## src/rtl/decode_stage.sv

```systemverilog
// Decode stage: splits an instruction into fields, reads operands
// and hands a registered bundle to execute.
//
// Ports:
//   clk, reset          clock; synchronous active-low reset
//   in_valid/in_ready   fetch-side handshake
//   in_instr, in_pc     instruction word and its address
//   rs1_addr, rs2_addr  register-file read addresses (combinational)
//   rs1_data, rs2_data  register-file read data
//   wb_write_*          same-cycle write-back port, used for bypass
//   flush               kill the stage contents
//   out_valid/out_ready execute-side handshake
//   out_*               registered decoded bundle
module decode_stage #(
    parameter int XLEN      = 32,
    parameter bit WB_BYPASS = 1'b1
) (
    input  logic            clk,
    input  logic            reset,
    input  logic            in_valid,
    output logic            in_ready,
    input  logic [31:0]     in_instr,
    input  logic [XLEN-1:0] in_pc,
    output logic [4:0]      rs1_addr,
    output logic [4:0]      rs2_addr,
    input  logic [XLEN-1:0] rs1_data,
    input  logic [XLEN-1:0] rs2_data,
    input  logic            wb_write_enable,
    input  logic [4:0]      wb_write_address,
    input  logic [XLEN-1:0] wb_write_data,
    input  logic            flush,
    output logic            out_valid,
    input  logic            out_ready,
    output logic [XLEN-1:0] out_pc,
    output logic [XLEN-1:0] out_rs1_data,
    output logic [XLEN-1:0] out_rs2_data,
    output logic [XLEN-1:0] out_imm,
    output logic [4:0]      out_rd,
    output logic [4:0]      out_rs1_addr,
    output logic [4:0]      out_rs2_addr,
    output logic [6:0]      out_opcode,
    output logic [2:0]      out_funct3,
    output logic            out_funct7_5,
    output logic            out_reg_write,
    output logic            out_is_load
);

    localparam logic [6:0] OP_LOAD   = 7'b0000011;
    localparam logic [6:0] OP_IMM    = 7'b0010011;
    localparam logic [6:0] OP_JALR   = 7'b1100111;
    localparam logic [6:0] OP_STORE  = 7'b0100011;
    localparam logic [6:0] OP_BRANCH = 7'b1100011;
    localparam logic [6:0] OP_LUI    = 7'b0110111;
    localparam logic [6:0] OP_AUIPC  = 7'b0010111;
    localparam logic [6:0] OP_JAL    = 7'b1101111;
    localparam logic [6:0] OP_REG    = 7'b0110011;

    logic [6:0]      opcode;
    logic [4:0]      rd;
    logic            is_i;
    logic            is_s;
    logic            is_b;
    logic            is_u;
    logic            is_j;
    logic [XLEN-1:0] imm;
    logic            reg_write;
    logic            uses_rs1;
    logic            uses_rs2;
    logic            byp1;
    logic            byp2;
    logic [XLEN-1:0] op1;
    logic [XLEN-1:0] op2;
    logic            hazard;
    logic            fire;

    assign opcode   = in_instr[6:0];
    assign rd       = in_instr[11:7];
    assign rs1_addr = in_instr[19:15];
    assign rs2_addr = in_instr[24:20];

    assign is_i = (opcode == OP_LOAD) || (opcode == OP_IMM)
               || (opcode == OP_JALR);
    assign is_s = (opcode == OP_STORE);
    assign is_b = (opcode == OP_BRANCH);
    assign is_u = (opcode == OP_LUI) || (opcode == OP_AUIPC);
    assign is_j = (opcode == OP_JAL);

    always_comb begin
        imm = '0;
        unique case (1'b1)
            is_i: imm = {{20{in_instr[31]}}, in_instr[31:20]};
            is_s: imm = {{20{in_instr[31]}}, in_instr[31:25],
                         in_instr[11:7]};
            is_b: imm = {{20{in_instr[31]}}, in_instr[7],
                         in_instr[30:25], in_instr[11:8], 1'b0};
            is_u: imm = {in_instr[31:12], 12'b0};
            is_j: imm = {{12{in_instr[31]}}, in_instr[19:12],
                         in_instr[20], in_instr[30:21], 1'b0};
            default: imm = '0;
        endcase
    end

    assign reg_write = (rd != 5'd0) &&
        (is_i || is_u || is_j || (opcode == OP_REG));

    assign uses_rs1 = !(is_u || is_j);
    assign uses_rs2 = (opcode == OP_REG) || is_s || is_b;

    assign byp1 = WB_BYPASS && wb_write_enable
               && (wb_write_address != 5'd0)
               && (wb_write_address == rs1_addr);
    assign byp2 = WB_BYPASS && wb_write_enable
               && (wb_write_address != 5'd0)
               && (wb_write_address == rs2_addr);

    // x0 wins over any bypass
    assign op1 = (rs1_addr == 5'd0) ? '0
               : byp1 ? wb_write_data : rs1_data;
    assign op2 = (rs2_addr == 5'd0) ? '0
               : byp2 ? wb_write_data : rs2_data;

    // load-use: the loaded value is not available until after execute
    assign hazard = out_valid && out_is_load && (out_rd != 5'd0)
        && in_valid
        && ((uses_rs1 && (rs1_addr == out_rd))
         || (uses_rs2 && (rs2_addr == out_rd)));

    assign in_ready = !flush && !hazard && (!out_valid || out_ready);
    assign fire     = in_valid && in_ready;

    always_ff @(posedge clk) begin
        if (!reset) begin
            out_valid     <= 1'b0;
            out_pc        <= '0;
            out_rs1_data  <= '0;
            out_rs2_data  <= '0;
            out_imm       <= '0;
            out_rd        <= '0;
            out_rs1_addr  <= '0;
            out_rs2_addr  <= '0;
            out_opcode    <= '0;
            out_funct3    <= '0;
            out_funct7_5  <= 1'b0;
            out_reg_write <= 1'b0;
            out_is_load   <= 1'b0;
        end else if (flush) begin
            out_valid <= 1'b0;
        end else if (fire) begin
            out_valid     <= 1'b1;
            out_pc        <= in_pc;
            out_rs1_data  <= op1;
            out_rs2_data  <= op2;
            out_imm       <= imm;
            out_rd        <= rd;
            out_rs1_addr  <= rs1_addr;
            out_rs2_addr  <= rs2_addr;
            out_opcode    <= opcode;
            out_funct3    <= in_instr[14:12];
            out_funct7_5  <= in_instr[30];
            out_reg_write <= reg_write;
            out_is_load   <= (opcode == OP_LOAD);
        end else if (out_valid && out_ready) begin
            out_valid <= 1'b0;
        end
    end

endmodule

```

## config.mk

```make
export PLATFORM = sky130hd
export DESIGN_NAME = decode_stage
export DESIGN_NICKNAME = d
export VERILOG_FILES = /design/src/rtl/decode_stage.sv
export SDC_FILE = /design/constraint.sdc
export NUM_CORES = 1
export LEC_CHECK = 0
export CAP_MARGIN = 20
export CORE_MARGIN = 2
export CORE_UTILIZATION = 45
export CTS_CLUSTER_DIAMETER = 100
export DETAILED_ROUTE_END_ITERATION = 8
export PLACE_DENSITY_LB_ADDON = 0.1
export SYNTH_ARGS = -nofsm -noshare
export SYNTH_HDL_FRONTEND = slang
export SYNTH_SLANG_ARGS = --single-unit
```

## constraint.sdc

```tcl
create_clock -name clk -period 3.6 [get_ports clk]
set_input_delay 0.72 -clock clk [delete_from_list [all_inputs] [get_ports clk]]
set_output_delay 0.72 -clock clk [all_outputs]
set_load 0.05 [all_outputs]
```

# After elaboration in Yosys (flattened, before gate mapping)
# Index checks and enable logic that the tools add are counted.
# word_totals
input_bits	171
output_inout_bits	168
reg_bits	157
# classes
n_eq_ne	13
reduce_logical	37
bitwise_logic	2
mux	7
# op_table
operator	count
$pmux 32 s5	1
$mux 32	4
$eq 7x6->1 const B	3
$eq 7x7->1 const B	3
$eq 5x5->1	4
$reduce_bool 5->1	3
$eq 7x5->1 const B	2
$logic_and 1x1->1	14
$logic_or 1x1->1	11
$logic_not 5->1	2
$eq 7x2->1 const B	1
$logic_not 1->1	4
$mux 1	2
$not 1->1	2
$reduce_and 2->1	1
$reduce_bool 2->1	1
$reduce_or 2->1	1

# Depth between registers and ports, before layout
# Gate-level depths: netlist (run 1).
# logic_depth
word_depth	12
depth_mapped	9
ltp_nobuf	6

# Worst setup path after synthesis (run 1)
# OpenSTA, ideal clock, no wires.
# synth_path
path_type	input to output
from	in in_instr[6]
to	out in_ready
path_slack_ps	417
cell_stages	5
required_ps	2880
arrival_ps	2463
path_cell_list	buf_2 > or3b_4 > a211oi_4 > nor4_1 > nor4_4
# synth_between
elab_chain_len	10
elab_cells_between_ends	18
cone_classes	6 x eq/ne; 12 x reduce/logical
# synth_lines
element	line_no	source
from (decl)	22	input logic [31:0] in_instr,
$eq 7x6->1 / $eq 7x5->1 (equally long branches)	85	assign is_u = (opcode == OP_LUI) || (opcode == OP_AUIPC);
$logic_or 1x1->1	85	
$logic_or 1x1->1	106	assign uses_rs1 = !(is_u || is_j);
$logic_not 1->1	106	
$logic_and 1x1->1	125	&& ((uses_rs1 && (rs1_addr == out_rd))
$logic_or 1x1->1 (*)	126	|| (uses_rs2 && (rs2_addr == out_rd)));
$logic_and 1x1->1 (*)	125	
$logic_not 1->1 (*)	128	assign in_ready = !flush && !hazard && (!out_valid || out_ready);
$logic_and 1x1->1 (*) (2 in a row)	128	
to (decl)	21	output logic in_ready,
# Mark *: on every way between the ends. The rest lies on a longest branch, timed or not.

# Worst setup path in the final report (run 1)
# Same ends and word-level chain as after synthesis.

==> metrics.md, run 1 <==
| Metric | Value |
|---|---|
| Post-synth cell types | `45` |
| Die W | `136 um` |
| H-tree Lvls | `4` |
| Tmin final | `3280 ps` |
| Final setup vio count | `0` |
| DRT Pass-1 Iters | `4` |
| Initial Util | `45.7%` |
| Arr. time, crit path | `2560 ps` |
| Min-delay src | `out_pc[8]$_SDFFE_PN0P_` |
| CTS tree | `built` |
| Final Cell Area | `12,100 um2` |
| Sequential share of the synthesized area | `40.2%` |
| Core box area | `17,100 um2` |
| Max VDD drop | `0.342 mV` |
| Leakage dissipation | `5.16 nW` |
| CTS Sinks | `157` |
| Post-route ant nets | `0` |
| Area occupied by multi-input gates | `4260 um2` |
| Worst Hold Class | `register to register` |
| Slew Limit Fails | `0` |
| Fmax | `0.304 GHz` |
| Avg Inst Size Synth | `8.92 um2` |
| EDFF count, synth | `0` |
| Worst Hold End | `out_pc[8]$_SDFFE_PN0P_` |
| Main synth FF type | `dfxtp_1` |
| Worst Path Required | `2880 ps` |
| Register Area | `3140 um2` |
| DRC viols | `0` |
| Most frequent cells in the layout | `clkdlybuf4s50_1 (336), nand2_1 (324), dfxtp_1 (157)` |
| Max cap viols | `0` |
| # hold bufs at CTS | `0` |
| Clock-pin slew on the worst setup and hold paths | `60 ps` |
| Vias in the first global route | `7,066` |
| Final setup TNS | `0 ps` |
| Final wirelength | `23.9 mm` |
| Clk buf depth | `2` |
| Worst hold path cell count | `2` |
| Worst-path maximum fanout | `8` |
| Crit path launch type | `input port` |
| Endpoints failing hold | `0` |
| Ports | `339` |
| Power per cell area | `405 nW/um2` |
| R2R Path End | `out_pc[0]$_SDFFE_PN0P_` |
| Grt total ovfl | `0` |
| Site Rows | `48` |
| Status | `finished clean` |
| Least-Margin Pin Slew | `634 ps` |
| Clock skew | `10.7 ps` |
| Wire per inst | `16.7 um` |
| Total global-route track usage | `25.6%` |
| RD Place Congestion | `0.829` |
| Mapped Cells | `877` |
| First-pass GRT wire length | `36.6 mm` |
| Total CTS buffers | `17` |
| Synthesized area | `7820 um2` |
| P&R area growth vs syn | `54.3%` |
| Placed cell areas | `11,400 um2` |
| Initial antenna violation count | `0` |
| Synthesis-stage register bit count | `157` |
| Reg2reg path depth | `8` |
| Via count | `7,144` |
| # port buffers | `338` |
| Commonest non-fill, non-tap cell in the layout | `clkdlybuf4s50_1` |
| Total inserted antenna cells | `0` |
| Pin count of the biggest net entering global routing | `102` |
| Nets@finish | `1,362` |
| # fillers | `1,403` |
| Layout cells sized above 1 | `11.4%` |
| Worst-Skew Late Latency | `430 ps` |
| Vias per inst | `5.00` |
| Postcts setup bufs | `0` |
| CP Capture Type | `output port` |
| HPWL after DPL | `17.3 mm` |
| Syn_nets | `1,048` |
| Worst r2r src | `out_rd[0]$_SDFFE_PN0P_` |
| CP Class | `input port to output port` |
| Period utilization | `91.2%` |
| Cts repair resizes | `0` |
| Synth Warn # | `0` |
| Die height | `136 um` |
| Async set or reset register ratio after synthesis | `0%` |
| Root Buffer | `clkbuf_16` |
| Die ar. | `18,400 um2` |
| R2R setup slack | `1010 ps` |
| RSZ-0062 raised after global routing | `no` |
| Max-slew headroom | `57.8%` |
| DRT iter0 DRCs | `315` |
## through the flow
step	cells	utilization [%]	hold WS (ps)	worst slack [ps]	total power, W
detailed placement	1397	66.7	451	271	0.00295
global route	1429	70.5	477	211	0.00505
floorplan	877	-	677	417	0.00250
finish	1429	70.5	455	315	0.00489
CTS	1429	70.5	459	304	0.00494
global placement	1397	66.7	443	369	0.00294
## state kept, by name, indices dropped and copies added (netlist names)
name / cells
out_rs1_data: 32
out_pc: 32
out_rs2_addr: 5
out_reg_write: 1
out_rs1_addr: 5
out_valid: 1
out_funct3: 3
out_funct7_5: 1
out_imm: 32
out_opcode: 7
out_rs2_data: 32
out_is_load: 1
out_rd: 5
## kinds of logic after synthesis
logic type,after synthesis,share of synthesized area [%]
AND/OR/NAND/NOR,366,18.9
multiplexers,219,29.1
XOR/XNOR,20,2.24
AO/OA/AOI/OAI,35,3.65
flip-flops,157,40.2
buffers and inverters,80,5.97
## how the worst max path moves through the flow
stage | startpoint | to | slack, ps | depth (start not counted)
after floorplan | in_instr[6] | in_ready | 420 | 5
after global placement | in_instr[6] | in_ready | 370 | 8
after detailed placement | in_instr[6] | out_rs2_data[2]$_SDFFE_PN0P_ | 270 | 10
after CTS | in_instr[6] | in_ready | 300 | 8
after global routing | in_instr[6] | in_ready | 210 | 8
final | in_instr[6] | in_ready | 320 | 8
## synthesized netlist by cell type (2+ instances only)
| cell | n | share of area (%) |
|---|---|---|
| a21oi_1 | 6 | 0.38 |
| a22o_1 | 15 | 1.7 |
| a31oi_1 | 2 | 0.16 |
| buf_4 | 10 | 0.96 |
| buf_6 | 17 | 2.4 |
| clkbuf_1 | 48 | 2.3 |
| dfxtp_1 | 157 | 40 |
| mux2_1 | 3 | 0.43 |
| mux2_2 | 61 | 8.8 |
| mux2i_1 | 155 | 20 |
| nand2_1 | 324 | 16 |
| nand3_1 | 7 | 0.45 |
| nand4_1 | 3 | 0.24 |
| nand4b_1 | 3 | 0.34 |
| nor2_1 | 7 | 0.34 |
| nor2b_1 | 2 | 0.16 |
| nor3_1 | 6 | 0.38 |
| nor4_1 | 5 | 0.40 |
| or4_1 | 2 | 0.19 |
| xnor2_1 | 16 | 1.8 |
| xor2_1 | 4 | 0.45 |
## power by group
part           leakage [nW]  switching, W  internal (W)
Sequential             1.28     0.0000411       0.00181
Combinational          3.57      0.000590      0.000465
Clock                 0.313      0.000717       0.00127
## worst max-delay path, stage by stage
cell             delay, ps
clkdlybuf4s50_1        540
buf_4                  180
nand4b_1               160
a211oi_4               280
nor4_1                 110
nor4_4                 210
buf_4                  210
buf_12                 150
## area by class of cell
type	instances	share of cell area [%]
Multi-Input combinational cell	640	35.3
Inverter	3	0.0933
Timing Repair Buffer	372	30.9
Clock buffer	21	3.82
Sequential cell	157	26.0
Tap cell	225	2.33
Clock inverter	11	1.57
## metal layers
layer / wire [um] / part of all wire, % / vias to the layer above / track usage, %
li1: - / - / 3551 / -
met1: 9240 / 39 / 3300 / 28.9
met2: 11900 / 50 / 256 / 44.2
met3: 2130 / 8.9 / 37 / 8.91
met4: 646 / 2.7 / 0 / 10.0
met5: 0 / 0 / - / 0
No activity file was read; power rests on OpenSTA's default activity.
==> run 2: changes to the inputs <==
Settings changed: ABC_AREA from default to 1.
==> metrics.md, run 2 <==
| Metric | Value |
|---|---|
| Final setup vio count | `0 (unchanged)` |
| CP Class | `input port to output port (unchanged)` |
| Critical path depth | `11 (was 8)` |
| Synth cell count leaders | `nor2_1 (424), nand2_1 (374), inv_1 (216) (was nand2_1 (324), dfxtp_1 (157), mux2i_1 (155))` |
| Cell taking the most area after synthesis | `dfxtp_1 (unchanged)` |
| Tmin final | `3240 ps (was 3280 ps)` |
| Power per cell area | `414 nW/um2 (was 405 nW/um2)` |
| Inst Count DP | `1,958 (was 1,397)` |
| Pin count of the biggest net entering global routing | `128 (was 102)` |
| Syn_nets | `1,627 (was 1,048)` |
| Root Buffer | `clkbuf_16 (unchanged)` |
| Wire per inst | `14.7 um (was 16.7 um)` |
| Period utilization | `90.1% (was 91.2%)` |
| Final wirelength | `29.2 mm (was 23.9 mm)` |
| Crit path launch type | `input port (unchanged)` |
| Largest cells by area after synthesis | `dfxtp_1 (37%), nor2_1 (19%), nand2_1 (16%), inv_1 (9.5%), nand4_1 (3.6%) (was dfxtp_1 (40%), mux2i_1 (20%), nand2_1 (16%), mux2_2 (8.8%), buf_6 (2.4%))` |
| Initial Util | `45.8% (was 45.7%)` |
| Avg Inst Size Synth | `5.89 um2 (was 8.92 um2)` |
| Synth Warn # | `0 (unchanged)` |
| EDFF count, synth | `0 (unchanged)` |
| Final Cell Area | `12,600 um2 (was 12,100 um2)` |
| Total global-route track usage | `28.7% (was 25.6%)` |
| Endpoints failing hold | `0 (unchanged)` |
| Total CTS buffers | `17 (unchanged)` |
| H-tree Lvls | `4 (unchanged)` |
| Sequential share of the synthesized area | `36.7% (was 40.2%)` |
| Mapped Cells | `1,456 (was 877)` |
| Via count | `9,348 (was 7,144)` |
| Die W | `142 um (was 136 um)` |
| Crit. Startpoint | `in_instr[1] (was in_instr[6])` |
| CP Capture Point | `in_ready (unchanged)` |
| Leakage dissipation | `6.21 nW (was 5.16 nW)` |
| Async set or reset register ratio after synthesis | `0% (unchanged)` |
| Clock skew | `8.60 ps (was 10.7 ps)` |
| Count of non-filler cells in the finished layout | `1,991 (was 1,429)` |
| CP Capture Type | `output port (unchanged)` |
| P&R area growth vs syn | `46.7% (was 54.3%)` |
| # fillers | `1,721 (was 1,403)` |
| Site Rows | `50 (was 48)` |
| R2R setup slack | `1490 ps (was 1010 ps)` |
| Count leader, synth | `nor2_1 (was nand2_1)` |
| RSZ-0062 raised after global routing | `no (unchanged)` |
| Clk buf depth | `2 (unchanged)` |
| Final core utilization | `67.2% (was 70.5%)` |
| Fmax | `0.308 GHz (was 0.304 GHz)` |
| CP max-delay cell | `clkdlybuf4s50_1 (unchanged)` |
| R2R Path End | `out_imm[20]$_SDFFE_PN0P_ (was out_pc[0]$_SDFFE_PN0P_)` |
| Die height | `142 um (was 136 um)` |
| Initial antenna violation count | `1 (was 0)` |
| Slew Limit Fails | `0 (unchanged)` |
| Commonest non-fill, non-tap cell in the layout | `nor2_1 (was clkdlybuf4s50_1)` |
| Worst-path maximum fanout | `10 (was 8)` |
| Placed cell areas | `12,000 um2 (was 11,400 um2)` |
| Critical path, cell by cell | `clkdlybuf4s50_1 > nand2_1 > nor2_1 > nand2_2 > nand2_1 > inv_2 > nand3_1 > nand2_2 > a21boi_0 > buf_4 > buf_12 (was clkdlybuf4s50_1 > buf_4 > nand4b_1 > a211oi_4 > nor4_1 > nor4_4 > buf_4 > buf_12)` |
| Postcts setup bufs | `0 (unchanged)` |
| Layout cells sized above 1 | `3.70% (was 11.4%)` |
| HPWL after DPL | `21.2 mm (was 17.3 mm)` |
| CTS tree | `built (unchanged)` |
| CTS Sinks | `157 (unchanged)` |
| Vias in the first global route | `8,736 (was 7,066)` |
| Ports | `339 (unchanged)` |
| Max VDD drop | `0.358 mV (was 0.342 mV)` |
| Grt total ovfl | `0 (unchanged)` |
| DRT Pass-1 Iters | `5 (was 4)` |
| Worst-Skew Late Latency | `420 ps (was 430 ps)` |
| Die ar. | `20,200 um2 (was 18,400 um2)` |
| Top Family by Delay on Critical Path | `buffers and inverters (unchanged)` |
| Post-synth cell types | `26 (was 45)` |
| CP max stage delay | `480 ps (was 540 ps)` |
| RD Place Congestion | `0.991 (was 0.829)` |
| Worst r2r src | `out_rd[1]$_SDFFE_PN0P_ (was out_rd[0]$_SDFFE_PN0P_)` |
| Synthesized area | `8570 um2 (was 7820 um2)` |
| Max cap viols | `0 (unchanged)` |
| DRC viols | `0 (unchanged)` |
| Post-route ant nets | `0 (unchanged)` |
| DRT iter0 DRCs | `655 (was 315)` |
| Final setup TNS | `0 ps (unchanged)` |
| Worst Path Required | `2880 ps (about the same)` |
| Yosys top cell area share | `36.7% (was 40.2%)` |
| Nets@finish | `1,914 (was 1,362)` |
| Least-Margin Pin Slew | `721 ps (was 634 ps)` |
| Cts repair resizes | `0 (unchanged)` |
| First-pass GRT wire length | `46.0 mm (was 36.6 mm)` |
| Status | `finished clean (unchanged)` |
| # port buffers | `338 (unchanged)` |
| Max-slew headroom | `51.6% (was 57.8%)` |
| Reg2reg path depth | `13 (was 8)` |
| Clock-pin slew on the worst setup and hold paths | `70 ps (was 60 ps)` |
| Most frequent cells in the layout | `nor2_1 (424), nand2_1 (374), clkdlybuf4s50_1 (335) (was clkdlybuf4s50_1 (336), nand2_1 (324), dfxtp_1 (157))` |
| Worst Hold Class | `register to register (unchanged)` |
| Worst path bufs/invs | `4 (unchanged)` |
| Main synth FF type | `dfxtp_1 (unchanged)` |
| Synthesis-stage register bit count | `157 (unchanged)` |
| # hold bufs at CTS | `0 (unchanged)` |
| Vias per inst | `4.70 (was 5.00)` |
| Core box area | `18,700 um2 (was 17,100 um2)` |
| Arr. time, crit path | `2520 ps (was 2560 ps)` |
[run 2: cell type report]
class	count	area, um2	area share [%]
Timing Repair Buffer	356	3570	28.4
Sequential cell	157	3140	25.0
Antenna cell	1	2.50	0.0199
Multi-Input combinational cell	991	4140	32.9
Clock inverter	15	180	1.43
Inverter	220	826	6.57
Tap cell	234	293	2.33
Clock buffer	17	425	3.38
[run 2: worst min path at each step]
stage	slack, ps	cells past startpoint	from	endpoint
after global placement	450	2	out_funct7_5$_SDFFE_PN0P_	out_funct7_5$_SDFFE_PN0P_
after global routing	530	2	out_funct7_5$_SDFFE_PN0P_	out_funct7_5$_SDFFE_PN0P_
after detailed placement	460	2	out_funct7_5$_SDFFE_PN0P_	out_funct7_5$_SDFFE_PN0P_
after CTS	480	2	out_funct7_5$_SDFFE_PN0P_	out_funct7_5$_SDFFE_PN0P_
after floorplan	680	2	out_funct7_5$_SDFFE_PN0P_	out_funct7_5$_SDFFE_PN0P_
final	480	2	out_funct7_5$_SDFFE_PN0P_	out_funct7_5$_SDFFE_PN0P_
[run 2: cells by family (layout without fill, tap and decap cells)]
kind of cell              after synthesis  count (layout)  synth area share (%)
buffers and inverters                 308             608                  15.2
AOI/OAI and AO/OA                      76              76                  4.67
xor gates and xnor gates               11              11                  1.12
and+or+nand+nor                       904             904                  42.3
other                                   0               1                     0
DFF                                   157             157                  36.7
[run 2: report_power, final]
group / total [W] / leakage (nW) / switching (W) / internal, W
clock: 0.00189 / 0.303 / 0.000833 / 0.00105
sequential: 0.00192 / 1.29 / 0.0000618 / 0.00185
combinational: 0.00140 / 4.61 / 0.000875 / 0.000527
[run 2: routing by layer]
metal	share of wire (%)	GRT usage [%]	vias to the layer above
met5	0	0	-
met4	2.9	10.1	0
met1	45	39.0	4057
li1	-	-	4917
met3	8.0	6.97	49
met2	44	44.6	325
[run 2: worst register-to-register path, delay by kind of cell, from the launching register on]
| kind | cells | cell delay, ps |
|---|---|---|
| buf+inv | 2 | 550 |
| flops | 1 | 360 |
| simple gates | 11 | 1070 |
[run 2: per-stage QoR]
step / setup slack (ps) / hold WS [ps] / total power, W
floorplan: 127 / 681 / 0.00281
global placement: 408 / 452 / 0.00334
detailed placement: 401 / 463 / 0.00335
CTS: 386 / 480 / 0.00524
global route: 216 / 526 / 0.00542
finish: 356 / 481 / 0.00521
